[config.mk]
export PLATFORM = sky130hd
export DESIGN_NAME = fetch_queue_flat
export DESIGN_NICKNAME = d
export VERILOG_FILES = /design/src/rtl/fetch_if.sv /design/src/rtl/fetch_queue.sv /design/src/flat_wrapper.sv
export SDC_FILE = /design/constraint.sdc
export NUM_CORES = 1
export LEC_CHECK = 0
export BUFFER_PORTS_ARGS = -buffer_cell sky130_fd_sc_hd__buf_2
export CAP_MARGIN = 20
export CORE_ASPECT_RATIO = 0.8
export CORE_MARGIN = 5
export CORE_UTILIZATION = 40
export CTS_BUF_LIST = sky130_fd_sc_hd__clkbuf_16
export DETAILED_ROUTE_END_ITERATION = 16
export PLACE_DENSITY = 0.61
export SLEW_MARGIN = 20
export SYNTH_ARGS = -nofsm -noshare
export SYNTH_HDL_FRONTEND = slang
export SYNTH_SLANG_ARGS = --single-unit
[constraint.sdc]
create_clock -name clk -period 3.39 [get_ports clk]
set_input_delay 0.339 -clock clk [delete_from_list [all_inputs] [get_ports clk]]
set_output_delay 0.339 -clock clk [all_outputs]
set_load 0.02 [all_outputs]
[src/rtl/fetch_if.sv]
// Fetch-stage bus bundle: instruction-memory port, redirect input and IF/ID hand-over.
// The fetch queue drives through the master modport; the environment uses slave.
interface fetch_if #(
  parameter int XLEN  = 32,
  parameter int DEPTH = 4
);
  localparam int CW = $clog2(DEPTH) + 1;

  logic [XLEN-1:0] imem_addr;
  logic [XLEN-1:0] imem_rdata;
  logic            redirect_valid;
  logic [XLEN-1:0] redirect_pc;
  logic            deq_ready;
  logic            ifid_we;
  logic            ifid_empty;
  logic [XLEN-1:0] ifid_pc;
  logic [XLEN-1:0] ifid_instr;
  logic [CW-1:0]   count;

  modport master (
    output imem_addr, ifid_we, ifid_empty, ifid_pc, ifid_instr, count,
    input  imem_rdata, redirect_valid, redirect_pc, deq_ready
  );

  modport slave (
    input  imem_addr, ifid_we, ifid_empty, ifid_pc, ifid_instr, count,
    output imem_rdata, redirect_valid, redirect_pc, deq_ready
  );
endinterface

[src/rtl/fetch_queue.sv]
// Instruction fetch with a small prefetch FIFO of {pc, instr} pairs feeding IF/ID.
// Sequential pc generation, flush-and-reload on redirect, no empty-queue bypass.
module fetch_queue #(
  parameter int              XLEN     = 32,
  parameter int              DEPTH    = 4,
  parameter logic [XLEN-1:0] RESET_PC = '0
) (
  input  logic     clk,
  input  logic     rst,
  fetch_if.master  fq
);
  localparam int AW = $clog2(DEPTH);

  typedef struct packed {
    logic [XLEN-1:0] pc;
    logic [XLEN-1:0] instr;
  } entry_t;

  entry_t          q [DEPTH];
  logic [AW-1:0]   head, tail;
  logic [AW:0]     cnt;
  logic [XLEN-1:0] pc;
  logic            push, pop;

  // A full queue can still accept a fetch when the head leaves in the same cycle.
  assign pop  = fq.deq_ready && (cnt != '0) && !fq.redirect_valid;
  assign push = !fq.redirect_valid && ((cnt < (AW+1)'(DEPTH)) || pop);

  assign fq.imem_addr  = pc;
  assign fq.ifid_we    = fq.deq_ready;
  assign fq.ifid_empty = (cnt == '0) || fq.redirect_valid;
  assign fq.ifid_pc    = q[head].pc;
  assign fq.ifid_instr = q[head].instr;
  assign fq.count      = cnt;

  always_ff @(posedge clk) begin
    if (rst) begin
      pc   <= RESET_PC;
      head <= '0;
      tail <= '0;
      cnt  <= '0;
    end else if (fq.redirect_valid) begin
      pc   <= fq.redirect_pc;
      head <= '0;
      tail <= '0;
      cnt  <= '0;
    end else begin
      if (push) begin
        tail <= tail + AW'(1);
        pc   <= pc + XLEN'(4);
      end
      if (pop) head <= head + AW'(1);
      case ({push, pop})
        2'b10:   cnt <= cnt + (AW+1)'(1);
        2'b01:   cnt <= cnt - (AW+1)'(1);
        default: cnt <= cnt;
      endcase
    end
  end

  // Entry storage carries no reset; head/tail/count alone define validity.
  always_ff @(posedge clk) begin
    if (!rst && push) q[tail] <= entry_t'{pc: pc, instr: fq.imem_rdata};
  end

  always_ff @(posedge clk) begin
    if (!rst) assert (cnt <= (AW+1)'(DEPTH));
  end
endmodule

[src/flat_wrapper.sv]
// flat-port wrapper written by rule: the top's interface ports become plain ports
module fetch_queue_flat 
#(
  parameter int              XLEN     = 32,
  parameter int              DEPTH    = 4,
  parameter logic [XLEN-1:0] RESET_PC = '0
)
  (clk, rst, fq_imem_addr, fq_ifid_we, fq_ifid_empty, fq_ifid_pc, fq_ifid_instr, fq_count, fq_imem_rdata, fq_redirect_valid, fq_redirect_pc, fq_deq_ready);
  fetch_if #(.XLEN(XLEN), .DEPTH(DEPTH)) fq_i ();
  input  logic clk;
  input  logic rst;
  output wire logic [$bits(fq_i.imem_addr)-1:0] fq_imem_addr;
  output wire logic [$bits(fq_i.ifid_we)-1:0] fq_ifid_we;
  output wire logic [$bits(fq_i.ifid_empty)-1:0] fq_ifid_empty;
  output wire logic [$bits(fq_i.ifid_pc)-1:0] fq_ifid_pc;
  output wire logic [$bits(fq_i.ifid_instr)-1:0] fq_ifid_instr;
  output wire logic [$bits(fq_i.count)-1:0] fq_count;
  input wire logic [$bits(fq_i.imem_rdata)-1:0] fq_imem_rdata;
  input wire logic [$bits(fq_i.redirect_valid)-1:0] fq_redirect_valid;
  input wire logic [$bits(fq_i.redirect_pc)-1:0] fq_redirect_pc;
  input wire logic [$bits(fq_i.deq_ready)-1:0] fq_deq_ready;
  assign fq_imem_addr = fq_i.imem_addr;
  assign fq_ifid_we = fq_i.ifid_we;
  assign fq_ifid_empty = fq_i.ifid_empty;
  assign fq_ifid_pc = fq_i.ifid_pc;
  assign fq_ifid_instr = fq_i.ifid_instr;
  assign fq_count = fq_i.count;
  assign fq_i.imem_rdata = fq_imem_rdata;
  assign fq_i.redirect_valid = fq_redirect_valid;
  assign fq_i.redirect_pc = fq_redirect_pc;
  assign fq_i.deq_ready = fq_deq_ready;
  fetch_queue #(.XLEN(XLEN), .DEPTH(DEPTH), .RESET_PC(RESET_PC)) u_core (.clk(clk), .rst(rst), .fq(fq_i));
endmodule
==> metrics, run 1 <==
Top FF cell, synth=edfxtp_1; 1st-iter DRT viols=between 500 and 600; final setup fails=0; Net Count, Synth=716; GRT Total Usage=17.0%; post-layout min period=~2700 ps; cell with the most instances after synthesis=edfxtp_1; Post-synth EDFFs=about 260; vias in the first global route=between 6000 and 7000; crit-path max cell delay=around 610 ps; Area contributors post-synth=edfxtp_1 (65%), mux4_2 (12%), dfxtp_1 (7.0%), and4_1 (0.97%), nor2_1 (0.92%); root buf cell=clkbuf_16; Setup TNS=0 ps; Worst Path Buf+Inv=2; Arrival @ worst endpoint=between 2000 and 2500 ps; vias per cell=5.46; Syn Inst Count=640; Hold Vio Cnt, Final=0; post-synthesis instance area=11800 sq um; RSZ-0062 raised after global routing=no; Site Rows=between 50 and 60; fin nets=914; Die Wd=202 um; number of H-tree levels=1; CP Cell Sequence=buf_4, mux4_2, buf_2; routability cong.=0.763; CP endpoint kind=output pin; Core Region=29100 sq um; total gr overflow=0; Rel. slew slack=51.7%; Synth top cells by count=edfxtp_1 (256), mux4_2 (64), dfxtp_1 (41); CTS tree=yes; share of layout cells above drive strength 1=a little over a third; worst setup path category=reg -> out; clock slew seen by the registers of the worst setup and hold paths=60 ps; Setup Buffers After CTS=0; first-pass GRT wire length=43100 um; Reg area=8520 sq um; wire length per cell=22.9 um; post-DP HPWL=18500 um; initial antenna violation count=2; Slew Viols, Final=0; Layout area overhead=20.9%; Clock Sinks=between 200 and 300; Final Cycle Share=79.6%; post-route ant nets=0; Die Y=163 um; hold crit path type=in -> reg; routed via count=6755; post-synth cell types=59; measured slew at the worst slew-check pin=724 ps; Synth Warn #=0; largest net degree at the start of global routing=38; WP data required=3050 ps; Mapped Avg Cell Area=18.4 sq um; Post-CTS Resized=0; crit-path max FO=18; Starting Density=40.4%; die area=33000 sq um; area occupied by multi-input gates=3040 sq um; Residual DRC=0; Power Dens Cells=544 nW/um^2; filler instances=roughly 2500; startpoint types=register; CTS Buffer Depth=3; sequential element share of the synthesized area=between 70% and 80%; total CTS buffers=29; Yosys top cell area share=~65%; Synth async-reset ratio=0%; flops & latches, synth=297; static leakage=0.00488 uW; Buffers on Ports=approximately 170; status=finished clean; Peak Freq=371 MHz; skew final=about 12 ps; Worst-Skew Late Latency=540 ps; area leader, netlist=edfxtp_1; Max VDD drop=0.337 mV; Final Util=48.8%; DRT Pass-1 Iters=5; largest delay contributor family on the critical path=buffers and inverters; Max Cap Viol=0; Antenna diodes=0; Post-Route WL=approximately 28000 um; I/O pin cnt=169; Slowest cell on crit path=mux4_2
==> logic make-up (layout without fill, tap and decap cells) <==
logic type                 count (synthesis)  in the layout  share of synthesized area [%]
buffers and inverters                     53            273                           1.95
xor gates and xnor gates                   9              9                          0.670
muxes                                     67             67                           12.5
adders and majority gates                  8              8                          0.850
and+or+nand+nor                          135            135                           6.52
DFF                                      297            297                           72.3
AOI/OAI and AO/OA                         71             71                           5.24
==> cell type report <==
type / count / area share, %
clock inverters: 24 / 1.37
inverters: 19 / 0.501
repair buffers: 201 / 8.49
multi-input cells: 290 / 21.4
flip-flops and latches: 297 / 59.8
well taps: 377 / 3.31
clock buffers: 29 / 5.10
==> routing by layer <==
layer | track usage (%) | routed length, um | vias to the layer above
met5 | 0 | 13 | -
met4 | 3.11 | 503 | 2
met3 | 3.85 | 1880 | 41
met2 | 26.4 | 13000 | 228
met1 | 25.1 | 13000 | 3475
li1 | - | - | 3009
==> cell usage in the layout (no fill, tap or decap), types with 5 or more instances in the layout <==
cell type      synthesis  routed
edfxtp_1             256     256
buf_2                  6     168
mux4_2                64      64
dfxtp_1               41      39
nor2_1                29      29
clkbuf_16              0      29
inv_1                 19      25
nand2_1               20      20
dlygate4sd3_1          0      18
and4_1                13      13
a21oi_1               12      12
nand4_1               11      11
nand3_1               11      11
a211oi_1              11      11
a311oi_1               9       9
buf_4                  2       9
xnor2_1                8       8
and3_1                 8       8
ha_1                   8       8
o21ai_0                7       7
nor3_1                 6       6
buf_12                 0       6
nor2b_1                5       5
or3_1                  5       5
clkinv_1               0       5
clkinv_2               0       5
==> per-stage QoR <==
stage	total power, uW	hold WS, ps	area (sq um)	setup slack [ps]	std cells
2_1_floorplan	4470	438	11800	152	640
3_3_place_gp	4690	497	13100	903	1166
3_5_place_dp	4700	510	13100	853	1166
4_1_cts	7830	0.355	14200	656	1237
5_1_grt	8000	14.6	14200	568	1237
6_report	7740	34.0	14200	692	1237
==> flip-flops by register name, summed over array words and instances (netlist names), named ones only <==
register             cells
u_core.q               256
u_core.head              2
u_core.tail              2
u_core.fq.imem_addr     32
u_core.fq.count          3
==> final timing paths <==
kind	from	endpoint	slack, ps	cells past startpoint
worst max-delay path	register	fq_ifid_pc[25]	690	3
worst min-delay path	fq_imem_rdata[5]	u_core.q[2][5]	30	1
worst max register to register	u_core.fq.imem_addr[3]	u_core.fq.imem_addr[20]	1040	5
worst min register to register	u_core.tail[1]	u_core.tail[1]	520	2
==> where the power goes <==
group	switching (uW)	leakage [uW]	total [uW]	internal, uW
Clock	1320	0.000464	3100	1780
Combinational	278	0.00172	460	182
Sequential	105	0.00269	4170	4070
Total	1710	0.00488	7740	6030
==> worst register-to-register path, stage by stage, from the launching register on <==
cell and delay [ps]:
dfxtp_1 530, ha_1 270, nand4_1 160, a2111oi_4 690, a2111oi_0 210, or3_1 390
==> timing repair <==
item                                    4_1_cts  5_1_grt
endpoints found under the setup margin        0        0
hold buffers                                 18        0
hold endpoints to repair                     64        0
(Power assumes the default switching activity.)
==> run 2: changes to the inputs <==
Settings changed: PLACE_DENSITY 0.61 to 0.59.
Clock period 3.39 ns to 2.69 ns, I/O delays scaled along.
==> run 2 against run 1 <==
Clock-buffer cell count unchanged. Sequential share of layout area down 2.0 points. Global-route usage about the same. Critical path type unchanged. Critical endpoint is now fq_ifid_pc[20]. Largest cell class unchanged. Largest power group unchanged. Highest routed layer is now met4.
==> metrics, run 2 (synthesis gave the netlist of run 1 again) <==
status=finished clean; filler instances=2483 (+0.16%); initial antenna violation count=0 (-2); Final Cycle Share=88.8%; static leakage=0.00511 uW (+4.7%); skew final=10.3 ps (-1.36 ps); Slew Viols, Final=0 (unchanged); Rel. slew slack=53.9% (+2.2 points); Worst-Skew Late Latency=530 ps (about the same); first-pass GRT wire length=43500 um (+1.1%); largest net degree at the start of global routing=47 (+24%); Post-CTS Resized=0 (unchanged); Site Rows=56 (unchanged); Die Wd=202 um (unchanged); startpoint types=register; Reg area=8520 sq um (unchanged); Peak Freq=419 MHz; worst setup path category=reg -> out; share of layout cells above drive strength 1=36.3% (about the same); Max VDD drop=0.435 mV (+29%); vias in the first global route=6991 (+0.94%); die area=33000 sq um (unchanged); Power Dens Cells=696 nW/um^2 (+28%); measured slew at the worst slew-check pin=692 ps (-32.6 ps); number of H-tree levels=1 (unchanged); clock slew seen by the registers of the worst setup and hold paths=60 ps (about the same); hold buffers post-CTS=39 (+21); total CTS buffers=29 (unchanged); Clock Sinks=297 (unchanged); Die Y=163 um (unchanged); CP Cell Sequence=buf_4, mux4_2, buf_2; Buffers on Ports=168 (unchanged); Hold WS=5.69 ps (-28.3 ps); Arrival @ worst endpoint=2120 ps (-240 ps); hold crit path type=in -> reg; I/O pin cnt=169 (unchanged); CP endpoint kind=output pin; Max Cap Viol=0 (unchanged); 1st-iter DRT viols=387 (-29%); most common cell after layout, fill and taps aside=edfxtp_1; Antenna diodes=0 (unchanged); max reg flops=256 (unchanged); WP data required=2420 ps (-630 ps); Post-Route WL=28000 um (-1.2%); most frequent cells in the layout=edfxtp_1 (256), buf_2 (168), mux4_2 (64); post-route ant nets=0 (unchanged); routability cong.=0.814 (+6.7%); GRT Total Usage=17.0% (+0.041 points); Layout area overhead=25.0%; CTS Buffer Depth=3 (unchanged); CTS tree=yes; Setup TNS=0 ps (unchanged); final setup fails=0 (unchanged); area occupied by multi-input gates=3040 sq um (unchanged); RSZ-0062 raised after global routing=no; post-DP HPWL=18400 um (-0.58%); crit-path max FO=9 (-9); fin nets=950 (+3.9%); R2R Setup Slk=490 ps (-550 ps); Largest Register=u_core.q; wire length per cell=22.0 um (-4.0%); DRT Pass-1 Iters=5 (unchanged); vias per cell=5.33 (-2.4%); root buf cell=clkbuf_16; Residual DRC=0 (unchanged); Hold Vio Cnt, Final=0 (unchanged); Starting Density=40.4% (unchanged); total gr overflow=0 (unchanged); Slowest cell on crit path=mux4_2; crit-path max cell delay=620 ps (about the same); routed via count=6787 (+0.47%); Setup Buffers After CTS=0 (unchanged); Core Region=29100 sq um (unchanged); post-layout min period=~2400 ps
run 2: power by group:
part / internal, uW / switching, uW / total, uW / leakage (uW)
Combinational: 267 / 383 / 650 / 0.00190
Sequential: 5130 / 97.9 / 5220 / 0.00269
Clock: 2710 / 1660 / 4370 / 0.000514
Total: 8110 / 2140 / 10200 / 0.00511
run 2: cell type report:
| cell class | count | area share (%) |
|---|---|---|
| Clock inverter | 24 | 2.09 |
| Multi-Input combinational cell | 290 | 20.7 |
| Tap cell | 377 | 3.20 |
| Timing Repair Buffer | 237 | 10.7 |
| Inverter | 19 | 0.485 |
| Clock buffer | 29 | 4.93 |
| Sequential cell | 297 | 57.9 |
run 2: path summary, 6_finish.rpt:
| check | from | endpoint | cells after the start |
|---|---|---|---|
| worst max register to register | u_core.fq.count[0] | u_core.fq.count[2] | 7 |
| worst min register to register | u_core.tail[1] | u_core.tail[1] | 2 |
| worst max-delay path | register | fq_ifid_pc[20] | 3 |
| worst min-delay path | fq_redirect_pc[0] | u_core.fq.imem_addr[0] | 3 |
run 2: metrics by stage:
stage               instances  worst slack, ps  utilization (%)  power, uW  instance area (sq um)
global placement         1181              473             45.6       5940                  13300
detailed placement       1181              448             45.6       5940                  13300
floorplan                 640              214                -       5630                  11800
finish                   1273              301             50.5      10200                  14700
global route             1273              197             50.5      10600                  14700
CTS                      1273              258             50.5      10400                  14700
run 2: worst max-delay path, delay by kind of cell, from the launching register on:
kind / cells / cell delay [ps]
flip-flops: 1 / 480
multiplexers: 1 / 620
buffers and inverters: 2 / 470
run 2: routing by layer:
layer,global-route usage [%],vias to the layer above,share of wire (%)
met4,3.42,0,1.9
met3,3.93,45,6.4
met1,24.8,3423,45
met2,26.7,224,47
met5,0,-,0
li1,-,3095,-
==> run 3: changes to the inputs <==
Settings changed: CTS_BUF_LIST sky130_fd_sc_hd__clkbuf_16 to unset, PLACE_DENSITY 0.59 to unset.
==> run 3 against run 2 <==
Power down 1.6%. Worst hold slack better by 17 ps. Clock power shrank 4%. Core utilization decreased by 0.10 points. Maximum frequency down 3.1%. Global-route usage fell by 0.10 points. Highest routed layer unchanged. Sequential share of layout area grew 0.12 points. Register-to-register slack improved by 60 ps. Worst setup slack got worse by 77 ps. Final cell count is 0.63% higher.
==> metrics, run 3 (synthesis gave the netlist of run 1 again) <==
routed via count=6795 (+0.12%); hold crit path type=in -> reg; RSZ-0062 raised after global routing=no; Die Y=163 um (unchanged); first-pass GRT wire length=43300 um (-0.49%); Slowest cell on crit path=dfxtp_4; Starting Density=40.4% (unchanged); Reg area=8520 sq um (unchanged); reg2reg start=u_core.fq.count[0]; crit-path max FO=33 (+24); Worst-Skew Late Latency=550 ps (+20 ps); largest delay contributor family on the critical path=flip-flops; WP data required=2420 ps (about the same); Reg2Reg Depth=7 (unchanged); routability cong.=0.789 (-3.1%); total CTS buffers=29 (unchanged); Final Cycle Share=91.7% (+2.9 points); clock slew seen by the registers of the worst setup and hold paths=60 ps (about the same); Max VDD drop=0.451 mV (+3.6%); Clock Sinks=297 (unchanged); startpoint types=register; Post-Route WL=28000 um (-0.13%); total gr overflow=0 (unchanged); share of layout cells above drive strength 1=36.8% (+0.56 points); wire length per cell=21.9 um (-0.75%); fin nets=959 (+0.95%); crit-path max cell delay=700 ps (+80 ps); Layout area overhead=24.8%; worst hold endpoint=u_core.fq.imem_addr[26]; Largest Register=u_core.q; Residual DRC=0 (unchanged); post-route ant nets=0 (unchanged); Hold Path Stages=3 (unchanged); non-filler cells, final=1281 (+0.63%); R2R Setup Slk=550 ps (+60 ps); die area=33000 sq um (unchanged); measured slew at the worst slew-check pin=698 ps (+6.10 ps); DRT Pass-1 Iters=5 (unchanged); initial antenna violation count=0 (unchanged); vias per cell=5.30 (-0.51%); post-DP HPWL=18400 um (about the same); skew final=21.5 ps (+11.2 ps); Die Wd=202 um (unchanged); Site Rows=56 (unchanged); number of H-tree levels=1 (unchanged); Slew Viols, Final=0 (unchanged); GRT Total Usage=16.9% (-0.10 points); CP Cell Sequence=buf_4, mux4_2, buf_2; CP endpoint kind=output pin; Core Region=29100 sq um (unchanged); Power Dens Cells=686 nW/um^2 (-1.4%); Post-CTS Resized=0 (unchanged); Arrival @ worst endpoint=2200 ps (+80 ps); Peak Freq=405 MHz (-3.1%); static leakage=0.00510 uW (about the same); most common cell after layout, fill and taps aside=edfxtp_1; placed cells=1188 (+0.59%); Antenna diodes=0 (unchanged); worst setup path category=reg -> out; I/O pin cnt=169 (unchanged); most frequent cells in the layout=edfxtp_1 (256), buf_2 (168), mux4_2 (64); Worst Path Buf+Inv=2 (unchanged); post-layout min period=2470 ps (+76.8 ps); 1st-iter DRT viols=434 (+12%); RR Endpoint=u_core.fq.count[2]; status=finished clean; Hold Crit Start=fq_redirect_pc[26]; Buffers on Ports=168 (unchanged); CTS Buffer Depth=3 (unchanged); root buf cell=clkbuf_16; area occupied by multi-input gates=3040 sq um (unchanged); max reg flops=256 (unchanged); filler instances=2413 (-2.8%); Rel. slew slack=53.5% (-0.41 points); final setup fails=0 (unchanged); Max Cap Viol=0 (unchanged); CTS tree=yes; Setup TNS=0 ps (unchanged); largest net degree at the start of global routing=65 (+38%); vias in the first global route=7062 (+1.0%); Hold Vio Cnt, Final=0 (unchanged)
[run 3: cell types whose count changed in the layout (fill, tap and decap cells not counted), moves of 2 or more]
cell           delta
buf_4            +11
clkbuf_1          +8
clkinv_1          -7
buf_12            -4
clkinv_2          +3
inv_1             -3
bufinv_16         -2
dlygate4sd3_1     +2
[run 3: repair_timing]
| item | in CTS | in global routing |
|---|---|---|
| setup buffers | 0 | 0 |
| hold buffers | 41 | 0 |
| endpoints found under the hold margin | 137 | 0 |
| setup endpoints to repair | 0 | 0 |
[run 3: worst register-to-register path, delay by kind of cell (launching register included)]
| family | cells | cell delay (ps) |
|---|---|---|
| fa+ha+maj | 2 | 560 |
| simple gates | 3 | 940 |
| flops | 1 | 380 |
| compound gates | 1 | 130 |
| buf+inv | 1 | 60 |
[run 3: area by class of cell]
| cell class | count | area share (%) |
|---|---|---|
| Timing Repair Buffer | 246 | 10.9 |
| Clock inverter | 15 | 1.53 |
| Clock buffer | 37 | 5.15 |
| Inverter | 19 | 0.486 |
| Multi-Input combinational cell | 290 | 20.7 |
| Tap cell | 377 | 3.21 |
| Sequential cell | 297 | 58.0 |
[run 3: power breakdown]
group          switching (uW)  total [uW]  internal, uW
Combinational             408         685           277
Sequential               79.7        5210          5130
Clock                    1640        4190          2550
[run 3: worst max-delay path by stage]
stage | from | to | slack [ps] | cells after the start
3_3_place_gp | fq_redirect_valid | u_core.q[3][22] | 530 | 5
4_1_cts | register | fq_ifid_instr[8] | 170 | 3
2_1_floorplan | rst | u_core.q[0][0] | 210 | 5
5_1_grt | register | fq_ifid_pc[8] | 140 | 3
6_report | register | fq_ifid_pc[8] | 220 | 3
3_5_place_dp | fq_redirect_valid | u_core.q[3][13] | 520 | 5
[run 3: metal layers]
layer | track usage (%) | wire length [um]
met1 | 25.6 | 13500
met2 | 25.8 | 12400
met3 | 3.81 | 1660
met4 | 2.86 | 410
met5 | 0 | 0
[run 3: metrics by stage]
step	cell area, sq um	hold WS (ps)	utilization (%)	setup WS (ps)	total power, uW
after floorplan	11800	368	-	214	5630
after global placement	13300	485	45.6	530	5950
after detailed placement	13300	488	45.6	520	5950
after CTS	14700	4.67	50.4	172	10200
after global routing	14700	29.1	50.4	135	10400
final	14700	22.3	50.4	224	10100
